$ cat src/rtl/net_bist_pkg.sv
// Shared types and constants for the net_bist logic BIST harness.
// Holds the FSM state encoding, the register widths and the polynomial tap masks.
package net_bist_pkg;

    typedef enum logic [1:0] {
        IDLE = 2'd0,
        RUN  = 2'd1,
        DONE = 2'd2
    } state_e;

    localparam int LFSR_W = 14;
    localparam int MISR_W = 8;

    // Tap masks: LFSR x^14+x^13+x^12+x^2+1, MISR x^8+x^6+x^5+x^4+1
    localparam logic [LFSR_W-1:0] LFSR_TAPS = 14'h3802;
    localparam logic [MISR_W-1:0] MISR_TAPS = 8'hB8;

    function automatic logic [LFSR_W-1:0] lfsr_next(input logic [LFSR_W-1:0] l);
        return {l[LFSR_W-2:0], ^(l & LFSR_TAPS)};
    endfunction

endpackage

$ cat src/rtl/net_bist_misr.sv
// Multiple-input signature register; width, taps and seed are parameters so the
// same block serves netlists with other response widths.
module net_bist_misr
    import net_bist_pkg::*;
#(
    parameter int             W    = MISR_W,
    parameter logic [W-1:0]   TAPS = W'(MISR_TAPS),
    parameter logic [W-1:0]   SEED = '0
) (
    input  logic         clk,
    input  logic         rst,
    input  logic         init,
    input  logic         en,
    input  logic [W-1:0] d,
    output logic [W-1:0] sig
);

    logic [W-1:0] sig_d;
    logic [W-1:0] sig_q;

    // init takes priority so a restart never absorbs a stale response
    always_comb begin
        sig_d = sig_q;
        if (init) begin
            sig_d = SEED;
        end else if (en) begin
            sig_d = {sig_q[W-2:0], ^(sig_q & TAPS)} ^ d;
        end
    end

    always_ff @(posedge clk or posedge rst) begin
        if (rst) begin
            sig_q <= SEED;
        end else begin
            sig_q <= sig_d;
        end
    end

    assign sig = sig_q;

endmodule

$ cat src/rtl/net_bist_ctrl.sv
// BIST controller: LFSR pattern source, pattern counter and IDLE/RUN/DONE FSM
// around a MISR. Define NET_BIST_CMP_EN to add the golden-signature comparator.
module net_bist_ctrl
    import net_bist_pkg::*;
#(
    parameter int                 N_PATTERNS = 1024,
    parameter logic [LFSR_W-1:0]  LFSR_SEED  = 14'h0001,
    parameter logic [MISR_W-1:0]  MISR_SEED  = 8'h00,
    parameter int                 CNT_W      = $clog2(N_PATTERNS + 1)
) (
    input  logic              clk,
    input  logic              rst,
    input  logic              start_i,
    input  logic              abort_i,
    output logic [LFSR_W-1:0] pat_o,
    input  logic [MISR_W-1:0] resp_i,
    output logic              busy_o,
    output logic              done_o,
    output logic [CNT_W-1:0]  cnt_o,
`ifdef NET_BIST_CMP_EN
    input  logic [MISR_W-1:0] golden_i,
    output logic              pass_o,
`endif
    output logic [MISR_W-1:0] sig_o
);

    // An all-zero LFSR would lock up, so a zero seed is replaced by 1
    localparam logic [LFSR_W-1:0] LFSR_INIT = (LFSR_SEED == '0) ? LFSR_W'(1) : LFSR_SEED;
    localparam logic [CNT_W-1:0]  CNT_LAST  = CNT_W'(N_PATTERNS);

    state_e             state_d, state_q;
    logic [LFSR_W-1:0]  lfsr_d, lfsr_q;
    logic [CNT_W-1:0]   cnt_d, cnt_q;
    logic               busy_d, busy_q;
    logic               done_d, done_q;
    logic               misr_init;
    logic               misr_en;

    always_comb begin
        state_d   = state_q;
        lfsr_d    = lfsr_q;
        cnt_d     = cnt_q;
        misr_init = 1'b0;
        misr_en   = 1'b0;
        if (abort_i) begin
            state_d   = IDLE;
            lfsr_d    = LFSR_INIT;
            cnt_d     = '0;
            misr_init = 1'b1;
        end else begin
            case (state_q)
                IDLE, DONE: begin
                    if (start_i) begin
                        state_d   = RUN;
                        lfsr_d    = LFSR_INIT;
                        cnt_d     = '0;
                        misr_init = 1'b1;
                    end
                end
                RUN: begin
                    // Once N patterns are absorbed, stop without touching the registers
                    if (cnt_q == CNT_LAST) begin
                        state_d = DONE;
                    end else begin
                        lfsr_d  = lfsr_next(lfsr_q);
                        cnt_d   = cnt_q + CNT_W'(1);
                        misr_en = 1'b1;
                    end
                end
                default: state_d = IDLE;
            endcase
        end
        busy_d = (state_d == RUN);
        done_d = (state_d == DONE);
    end

    // NOTE: sequential state uses non-blocking assignments so every flop samples pre-edge values.
    always_ff @(posedge clk or posedge rst) begin
        if (rst) begin
            state_q <= IDLE;
            lfsr_q  <= LFSR_INIT;
            cnt_q   <= '0;
            busy_q  <= 1'b0;
            done_q  <= 1'b0;
        end else begin
            state_q <= state_d;
            lfsr_q  <= lfsr_d;
            cnt_q   <= cnt_d;
            busy_q  <= busy_d;
            done_q  <= done_d;
        end
    end

    net_bist_misr #(
        .W    (MISR_W),
        .TAPS (MISR_TAPS),
        .SEED (MISR_SEED)
    ) u_misr (
        .clk  (clk),
        .rst  (rst),
        .init (misr_init),
        .en   (misr_en),
        .d    (resp_i),
        .sig  (sig_o)
    );

    assign pat_o  = lfsr_q;
    assign cnt_o  = cnt_q;
    assign busy_o = busy_q;
    assign done_o = done_q;

`ifdef NET_BIST_CMP_EN
    assign pass_o = done_q && (sig_o == golden_i);
`endif

endmodule

$ cat config.mk
export PLATFORM = sky130hd
export DESIGN_NAME = net_bist_ctrl
export DESIGN_NICKNAME = d
export VERILOG_FILES = /design/src/rtl/net_bist_pkg.sv /design/src/rtl/net_bist_misr.sv /design/src/rtl/net_bist_ctrl.sv
export SDC_FILE = /design/constraint.sdc
export NUM_CORES = 1
export LEC_CHECK = 0
export BUFFER_PORTS_ARGS = -buffer_cell sky130_fd_sc_hd__buf_2
export CAP_MARGIN = 10
export CORE_UTILIZATION = 30
export DETAILED_ROUTE_END_ITERATION = 6
export PLACE_DENSITY = 0.56
export SYNTH_ARGS = -nofsm -noshare
export SYNTH_HDL_FRONTEND = slang
export SYNTH_SLANG_ARGS = --single-unit
$ cat constraint.sdc
create_clock -name clk -period 4.6 [get_ports clk]
set_input_delay 0 -clock clk [delete_from_list [all_inputs] [get_ports clk]]
set_output_delay 0 -clock clk [all_outputs]
set_load 0.02 [all_outputs]
==> flow_summary.yaml, run 1 <==
power:
  leakage_nw: 1.07
  swShare_pct: 24.8
  cell_internal_pwr_uw: 543
  p_comb_share_pct: 11.3
  pwr-share-seq_pct: 48.1
  clockPowerShare_pct: 40.6
  power.switching_uw: 179
  ir_drop_v: 0.000160
  powerDensity_nw_per_um2: 336
sta:
  hold_viol: 0
  setup_violations: 0
  clock.fmax_mhz: 477
  max-slew-margin-rel_pct: 41.2
  finalSetupTns_ps: 0
  tightestPinTransition_ps: 879
  rsz0062_at_grt: "no"
  finClkSkew_ps: 6.88
  timing.final.crit_share_pct: 45.5
  final.min_clock_period_ps: 2100
  finalMaxSlewViolations: 0
finish:
  final_nets: 211
  antenna_cells: 0
  drive_above_1_share_pct: 32.3
  nFillCells: 559
  fin_area_um2: 2150
  syn_to_final_growth_pct: 23.0
routing:
  drtIter0Drc: 46
  avgRoutedWirePerCell_um: 13.4
  drt_pass1_iterations: 4
  vias_per_cell: 4.83
  wirelength_um: 3630
  vias: 1304
  remaining_drc_errors: 0
  drt.antenna.violating_nets: 0
floorplan:
  core_area_um2: 5570
  die_h_um: 78.4
  num_rows: 27
  io_pins: 47
  fp.dieW_um: 78.4
  start_util_pct: 31.4
  die-area_um2: 6140
cts:
  ctsLongestPathBuffers: 2
  cts_tree: "yes"
  clock_latency_ps: 290
  cts_buffers: 5
  post-cts-setup-buffers: 0
  cts.reportedPaths.clkPinSlew_ps: 70
  clock-root-buffer: "clkbuf_8"
  cts_resized: 0
  htree_levels: 2
  clkSinkCount: 37
yosys:
  ys_types: 35
  yosys-top-cells-count: "36 x dfrtp_1, 22 x a22o_1, 17 x nor2_1, 10 x xor2_1, 9 x xnor2_1"
  ys_ff_latch: 37
  synth_ff_type: "dfrtp_1"
  synth_edf_count: 0
  synth_warnings: 0
  seq_area_frac_synth_pct: 53.0
  synth.avg_cell_area_um2: 11.8
  synth-async-reset-ratio_pct: 100
  synth_top_cell_by_area: "dfrtp_1"
  synth_area_um2: 1750
  synth.net_count: 162
  syn_inst: 148
  netlist.area_leader.share_pct: 51.5
  synth_area_leaders: "dfrtp_1 52%, a22o_1 11%, xor2_1 5.0%"
  yosysMostFrequentCell: "dfrtp_1"
worst_setup_path:
  critPathLaunchType: "flop"
  worstReg2RegEnd: "cnt_o[0]"
  worstReg2RegStart: "cnt_o[0]"
  rrSetupSlack_ps: 2500
  critPathCaptureType: "flop"
  critPathTopFamily: "simple AND/OR/NAND/NOR gates"
  crit_cells: 6
  worstSetupStartpoint: "cnt_o[0]"
  required_ps: 4830
  cp_slowest_cell: "nor3_4"
  cp-endpoint: "cnt_o[0]"
  critical_path.max_fanout: 24
  max_stage_delay_ps: 720
  path_cells: "inv_1 > ha_1 > nor2b_1 > and4_4 > nor3_4 > mux2_2"
  crit_arrival_ps: 2320
  worst-r2r-cell-count: 6
  critPathBufInv: 1
  crit_type: "reg -> reg"
grt:
  grt_start_max_net_pins: 38
  grt_first_pass_wirelength_um: 6020
  grt_usage_pct: 12.8
  antenna_found_initial: 0
  grt_overflow: 0
  grt_pass1_vias: 1241
run:
  drv_cap: 0
placement:
  port_buffers: 46
  dpl.hpwl_um: 2500
  placed_cell_area_um2: 2020
  gp_congestion: 0.780
run_status:
  status: "completed"
min_path:
  worstHoldPathType: "in -> reg"
  hp-start: "abort_i"
==> stage by stage <==
step           total power, mW  util [%]  instances  setup WS, ps  hold WS, ps
5_1_grt                  0.753      38.6        270          2360         42.5
6_report                 0.722      38.6        270          2500         14.9
3_3_place_gp             0.437      36.3        261          2510          137
2_1_floorplan            0.414         -        148          2880          179
4_1_cts                  0.732      38.6        270          2460         6.05
3_5_place_dp             0.436      36.3        261          2490          141
==> registers in the layout, summed over array words and instances, names as in the netlist <==
signal,flops
u_misr.sig,8
busy_o,1
state_q,2
pat_o,14
done_o,1
cnt_o,11
==> cell families (layout without fill, tap and decap cells) <==
logic type,after synthesis,count (layout),synth area share [%]
mux,2,2,1.22
simple gates,45,45,15.6
fa+ha+maj,2,2,1.43
buf+inv,11,61,4.22
xor+xnor,19,19,9.51
compound gates,32,32,15.0
flops,37,37,53.0
==> cells in the final DEF, fill, tap and decap left out, types with 2 or more instances in the layout <==
master,synthesis,routed
a21oi_1,2,2
a22o_1,22,22
a31oi_1,2,2
buf_2,2,46
clkbuf_8,0,6
dfrtp_1,36,36
ha_1,2,2
inv_1,5,5
nand2_1,4,4
nand3_1,3,3
nand4_1,2,2
nand4b_1,2,2
nor2_1,17,17
nor2b_1,4,4
nor3_1,2,2
nor4_1,2,2
o21ai_0,2,2
xnor2_1,9,9
xor2_1,10,10
==> worst min-delay path by stage <==
stage / slack [ps] / cells after the start / endpoint
finish: 10 / 2 / state_q[0]
global route: 40 / 2 / state_q[1]
CTS: 6 / 2 / state_q[1]
detailed placement: 140 / 3 / pat_o[4]
global placement: 140 / 3 / pat_o[4]
floorplan: 180 / 1 / busy_o
==> power groups by stage <==
| stage | clock [mW] | sequential (mW) | combinational (mW) |
|---|---|---|---|
| floorplan | 0 | 0.363 | 0.0513 |
| global placement | 0 | 0.354 | 0.0826 |
| detailed placement | 0 | 0.354 | 0.0825 |
| CTS | 0.301 | 0.348 | 0.0834 |
| global route | 0.313 | 0.349 | 0.0908 |
| finish | 0.293 | 0.347 | 0.0817 |
==> per-layer routing <==
metal / wire length, um / vias to the layer above / GRT usage, %
li1: - / 626 / -
met1: 1790 / 623 / 17.6
met2: 1570 / 50 / 18.9
met5: 0 / - / 0
met3: 233 / 5 / 3.72
met4: 38 / 0 / 5.00
==> repair_timing <==
action / 4_1_cts / 5_1_grt
endpoints found under the hold margin: 36 / 0
setup endpoints to repair: 0 / 0
hold buffers: 1 / 0
==> layout make-up <==
type	instances	area, um2	area share, %
Inverter	5	18.8	0.872
Tap cell	72	90.1	4.19
Multi-Input combinational cell	100	748	34.8
Timing Repair Buffer	48	248	11.5
Clock buffer	6	82.6	3.84
Clock inverter	2	37.5	1.74
Sequential cell	37	927	43.1
(Power assumes the default switching activity.)
==> run 2: changes to the inputs <==
clock period = 2 ns   (was 4.6 ns; I/O delays follow)
==> run 2 against run 1 <==
Highest routed layer unchanged. Worst setup slack worse by 2300 ps. Critical path depth is 2 lower. Die area stayed put. Fmax is 14% higher. Sequential power is 130% higher. Final cell count is 1.9% higher. Via count is 3.5% higher. Largest power group unchanged. Hold slack better by 36 ps. Combinational power is 150% higher.
==> flow_summary.yaml, run 2 (same netlist as run 1, synthesis figures left out) <==
run_status:
  status: "completed"
worst_setup_path:
  worstReg2RegStart: "cnt_o[2]"
  max_stage_delay_ps: 480
  worstSetupStartpoint: "cnt_o[2]"
  path_cells: "nor4_4 > a41oi_2 > nor2_4 > mux2_2"
  crit_type: "reg -> reg"
  critPathCaptureType: "flop"
  cp_slowest_cell: "dfrtp_1"
  crit_arrival_ps: 2060
  critPathLaunchType: "flop"
  critical_path.max_fanout: 23
  required_ps: 2220
grt:
  grt_usage_pct: 13.5
  grt_first_pass_wirelength_um: 6350
  grt_pass1_vias: 1275
  antenna_found_initial: 0
  grt_overflow: 0
  grt_start_max_net_pins: 38
cts:
  post-cts-setup-buffers: 0
  clock_latency_ps: 290
  cts.reportedPaths.clkPinSlew_ps: 80
  cts_buffers: 5
  ctsLongestPathBuffers: 2
  htree_levels: 2
  clkSinkCount: 37
  clock-root-buffer: "clkbuf_8"
  cts_tree: "yes"
finish:
  final_common_cell: "buf_2"
  antenna_cells: 0
  multi_input_area_um2: 764
  fin_util_pct: 39.4
  largest_reg_flops: 14
  fin_area_um2: 2200
  seq_area_um2: 927
  final_nets: 216
  mostFrequentLayoutCells: "46 x buf_2, 36 x dfrtp_1, 22 x a22o_1"
  nFillCells: 564
  drive_above_1_share_pct: 34.0
  syn_to_final_growth_pct: 25.7
routing:
  drt_pass1_iterations: 4
  drt.antenna.violating_nets: 0
  vias: 1349
  vias_per_cell: 4.91
  drtIter0Drc: 113
  remaining_drc_errors: 0
  avgRoutedWirePerCell_um: 13.8
  wirelength_um: 3790
sta:
  finClkSkew_ps: 5.72
  tightestPinTransition_ps: 535
  finalMaxSlewViolations: 0
  rsz0062_at_grt: "no"
  clock.fmax_mhz: 546
  hold_viol: 0
  worst_slack_ps: 169
  setup_violations: 0
  max-slew-margin-rel_pct: 64.2
  timing.final.crit_share_pct: 91.6
  final.min_clock_period_ps: 1830
min_path:
  hp-start: "abort_i"
  worstHoldPathType: "in -> reg"
floorplan:
  num_rows: 27
  die_h_um: 78.4
  die-area_um2: 6140
  start_util_pct: 31.4
  io_pins: 47
  fp.dieW_um: 78.4
  core_area_um2: 5570
placement:
  port_buffers: 46
  dpl.hpwl_um: 2540
  dpl_worst_slack_ps: 4.53
  placed_cell_area_um2: 2050
  gp_congestion: 0.749
power:
  powerDensity_nw_per_um2: 763
  leakage_nw: 1.09
  ir_drop_v: 0.000344
  finalPower_mw: 1.68
run:
  drv_cap: 0
## run 2: changes by cell type in the layout (fill, tap and decap cells not counted), sizes merged
cell and change:
buf +4, nor3 +1
## run 2: final cells by class
type / instances / share of cell area, %
clock buffer: 6 / 3.76
clock inverter: 2 / 1.71
inverter: 5 / 0.854
multi-input combinational: 101 / 34.8
sequential: 37 / 42.2
tap: 72 / 4.10
timing repair buffer: 52 / 12.6
## run 2: critical path: cells and delay by family, from the launching register on
family          cells  cell delay (ps)
compound gates      1              230
mux                 1              240
flops               1              480
simple gates        2              820
## run 2: stage by stage
stage,TNS [ps],instances,hold slack (ps)
after floorplan,0,148,179
after global placement,-7.92,265,138
after detailed placement,0,265,140
after CTS,0,274,4.00
after global routing,0,275,72.4
final,0,275,51.0
## run 2: final timing paths
| check | end | slack, ps | cells past startpoint |
|---|---|---|---|
| worst max-delay path | cnt_o[0] | 170 | 4 |
| min in group asynchronous | pat_o[6] | 350 | 4 |
| worst max register to register | cnt_o[0] | 170 | 4 |
| worst min register to register | pat_o[0] | 520 | 1 |
| max in group asynchronous | pat_o[0] | 1290 | 4 |
| worst min-delay path | state_q[0] | 50 | 2 |
## run 2: report_power, final
| group | internal, mW | switching (mW) | leakage, nW |
|---|---|---|---|
| combinational | 0.0785 | 0.126 | 0.527 |
| sequential | 0.771 | 0.0235 | 0.507 |
| clock | 0.405 | 0.272 | 0.0574 |
| total | 1.26 | 0.421 | 1.09 |
## run 2: repair_timing
action                                  in CTS  in global routing
hold endpoints to repair                    36                  0
resized for setup                            0                  1
pin swaps                                    1                  1
gates cloned                                 0                  1
endpoints found under the setup margin       1                 24
hold buffers                                 1                  0
## run 2: metal layers
layer  wire (um)  share of wire, %  track usage [%]
met1        1790                47             18.5
met2        1770                47             20.0
met3         208               5.5             4.53
met4          21              0.55             3.89
met5           0                 0                0
==> run 3: changes to the inputs <==
REMOVE_ABC_BUFFERS = 1   (was default)
==> run 3 against run 2 <==
Non-clock buffer count rose by 1. Critical path depth rose by 2. Combinational power rose by 3%. Sequential cell count did not move. Core utilization rose by 0.27 points. Highest routed layer unchanged.
==> flow_summary.yaml, run 3 (same netlist as run 1, synthesis figures left out) <==
grt:
  grt_usage_pct: 14.5
  grt_first_pass_wirelength_um: 6720
  grt_pass1_vias: 1356
  grt_start_max_net_pins: 24
  antenna_found_initial: 0
  grt_overflow: 0
floorplan:
  die-area_um2: 6140
  io_pins: 47
  die_h_um: 78.4
  core_area_um2: 5570
  num_rows: 27
  start_util_pct: 31.4
  fp.dieW_um: 78.4
cts:
  clock_latency_ps: 290
  cts.reportedPaths.clkPinSlew_ps: 70
  clkSinkCount: 37
  ctsLongestPathBuffers: 2
  cts_tree: "yes"
  cts_buffers: 5
  clock-root-buffer: "clkbuf_8"
  htree_levels: 2
worst_setup_path:
  crit_type: "reg -> reg"
  critical_path.max_fanout: 12
  cp_slowest_cell: "nor3_4"
  max_stage_delay_ps: 430
  critPathCaptureType: "flop"
  crit_arrival_ps: 2030
  required_ps: 2230
  critPathLaunchType: "flop"
  path_cells: "inv_1 > ha_1 > nor2b_1 > and4_4 > nor3_4 > mux2_2"
power:
  ir_drop_v: 0.000325
  leakage_nw: 1.10
  powerDensity_nw_per_um2: 757
min_path:
  worstHoldPathType: "in -> reg"
finish:
  syn_to_final_growth_pct: 26.5
  largest_reg_flops: 14
  final_nets: 218
  seq_area_um2: 927
  multi_input_area_um2: 776
  final_common_cell: "buf_2"
  drive_above_1_share_pct: 34.1
  final_cell_count_no_fill: 277
  nFillCells: 568
  antenna_cells: 0
  mostFrequentLayoutCells: "46 x buf_2, 36 x dfrtp_1, 22 x a22o_1"
routing:
  vias: 1372
  wirelength_um: 4080
  remaining_drc_errors: 0
  drt.antenna.violating_nets: 0
  vias_per_cell: 4.95
  drt_pass1_iterations: 4
  drtIter0Drc: 82
  avgRoutedWirePerCell_um: 14.7
placement:
  gp_congestion: 0.760
  dpl.hpwl_um: 2740
  dp_cells: 266
  port_buffers: 46
sta:
  rsz0062_at_grt: "no"
  max-slew-margin-rel_pct: 63.4
  timing.final.crit_share_pct: 89.7
  hold_viol: 0
  finalMaxSlewViolations: 0
  finalSetupTns_ps: 0
  setup_violations: 0
  clock.fmax_mhz: 558
  holdWs_ps: 60.5
  final.min_clock_period_ps: 1790
  finClkSkew_ps: 3.25
  tightestPinTransition_ps: 547
run_status:
  status: "completed"
run:
  drv_cap: 0
## run 3: changes by cell type in the layout (fill, tap and decap cells not counted), sizes merged
cell and change:
clkinvlp -1, buf +1, nor2 +1, clkbuf +1
## run 3: per-layer routing
layer | global-route usage, % | up-vias | share of wire (%)
met5 | 0 | - | 0
met4 | 5.56 | 0 | 1.4
met3 | 3.84 | 6 | 6.5
met2 | 21.2 | 51 | 42
met1 | 20.3 | 673 | 50
li1 | - | 642 | -
## run 3: final timing paths
| path | startpoint | endpoint | slack [ps] | depth (start not counted) |
|---|---|---|---|---|
| setup / recovery | cnt_o[0] | cnt_o[0] | 210 | 6 |
| hold / removal | abort_i | state_q[0] | 60 | 2 |
| setup reg to reg | cnt_o[0] | cnt_o[0] | 210 | 6 |
| hold reg to reg | pat_o[0] | pat_o[0] | 530 | 1 |
| max in group asynchronous | rst | pat_o[0] | 1440 | 4 |
| min in group asynchronous | rst | pat_o[4] | 280 | 4 |
## run 3: per-stage QoR
stage	setup WS [ps]	util, %	total power [mW]	instance area [um2]
4_1_cts	6.87	39.4	1.69	2200
2_1_floorplan	36.9	-	0.937	1690
3_5_place_dp	-136	36.9	1.01	2060
5_1_grt	41.8	39.7	1.75	2210
6_report	207	39.7	1.68	2210
3_3_place_gp	-94.0	36.9	1.01	2060
## run 3: final cells by class
cell class                      count  area share [%]
Sequential cell                    37            41.9
Multi-Input combinational cell    102            35.0
Timing Repair Buffer               53            12.9
Tap cell                           72            4.07
Clock buffer                        7            3.90
Clock inverter                      1            1.36
Inverter                            5           0.848
## run 3: report_power, final
part           leakage [nW]  switching [mW]  total, mW  internal [mW]
Sequential            0.507          0.0259      0.798          0.772
Clock                0.0585           0.261      0.667          0.406
Combinational         0.537           0.131      0.211         0.0798
Total                  1.10           0.417       1.68           1.26
## run 3: timing repair
action                     in CTS  in global routing
gates cloned                    1                  1
hold endpoints to repair       37                  0
hold buffers                    1                  0
setup endpoints to repair      24                 24
setup buffers                   0                  0
resized for setup               0                  2
pin swaps                       1                  0
## run 3: critical path: cells and delay by family (launching register included)
| family | cells | cell delay [ps] |
|---|---|---|
| fa+ha+maj | 1 | 190 |
| flops | 1 | 410 |
| simple gates | 3 | 780 |
| mux | 1 | 250 |
| buf+inv | 1 | 90 |
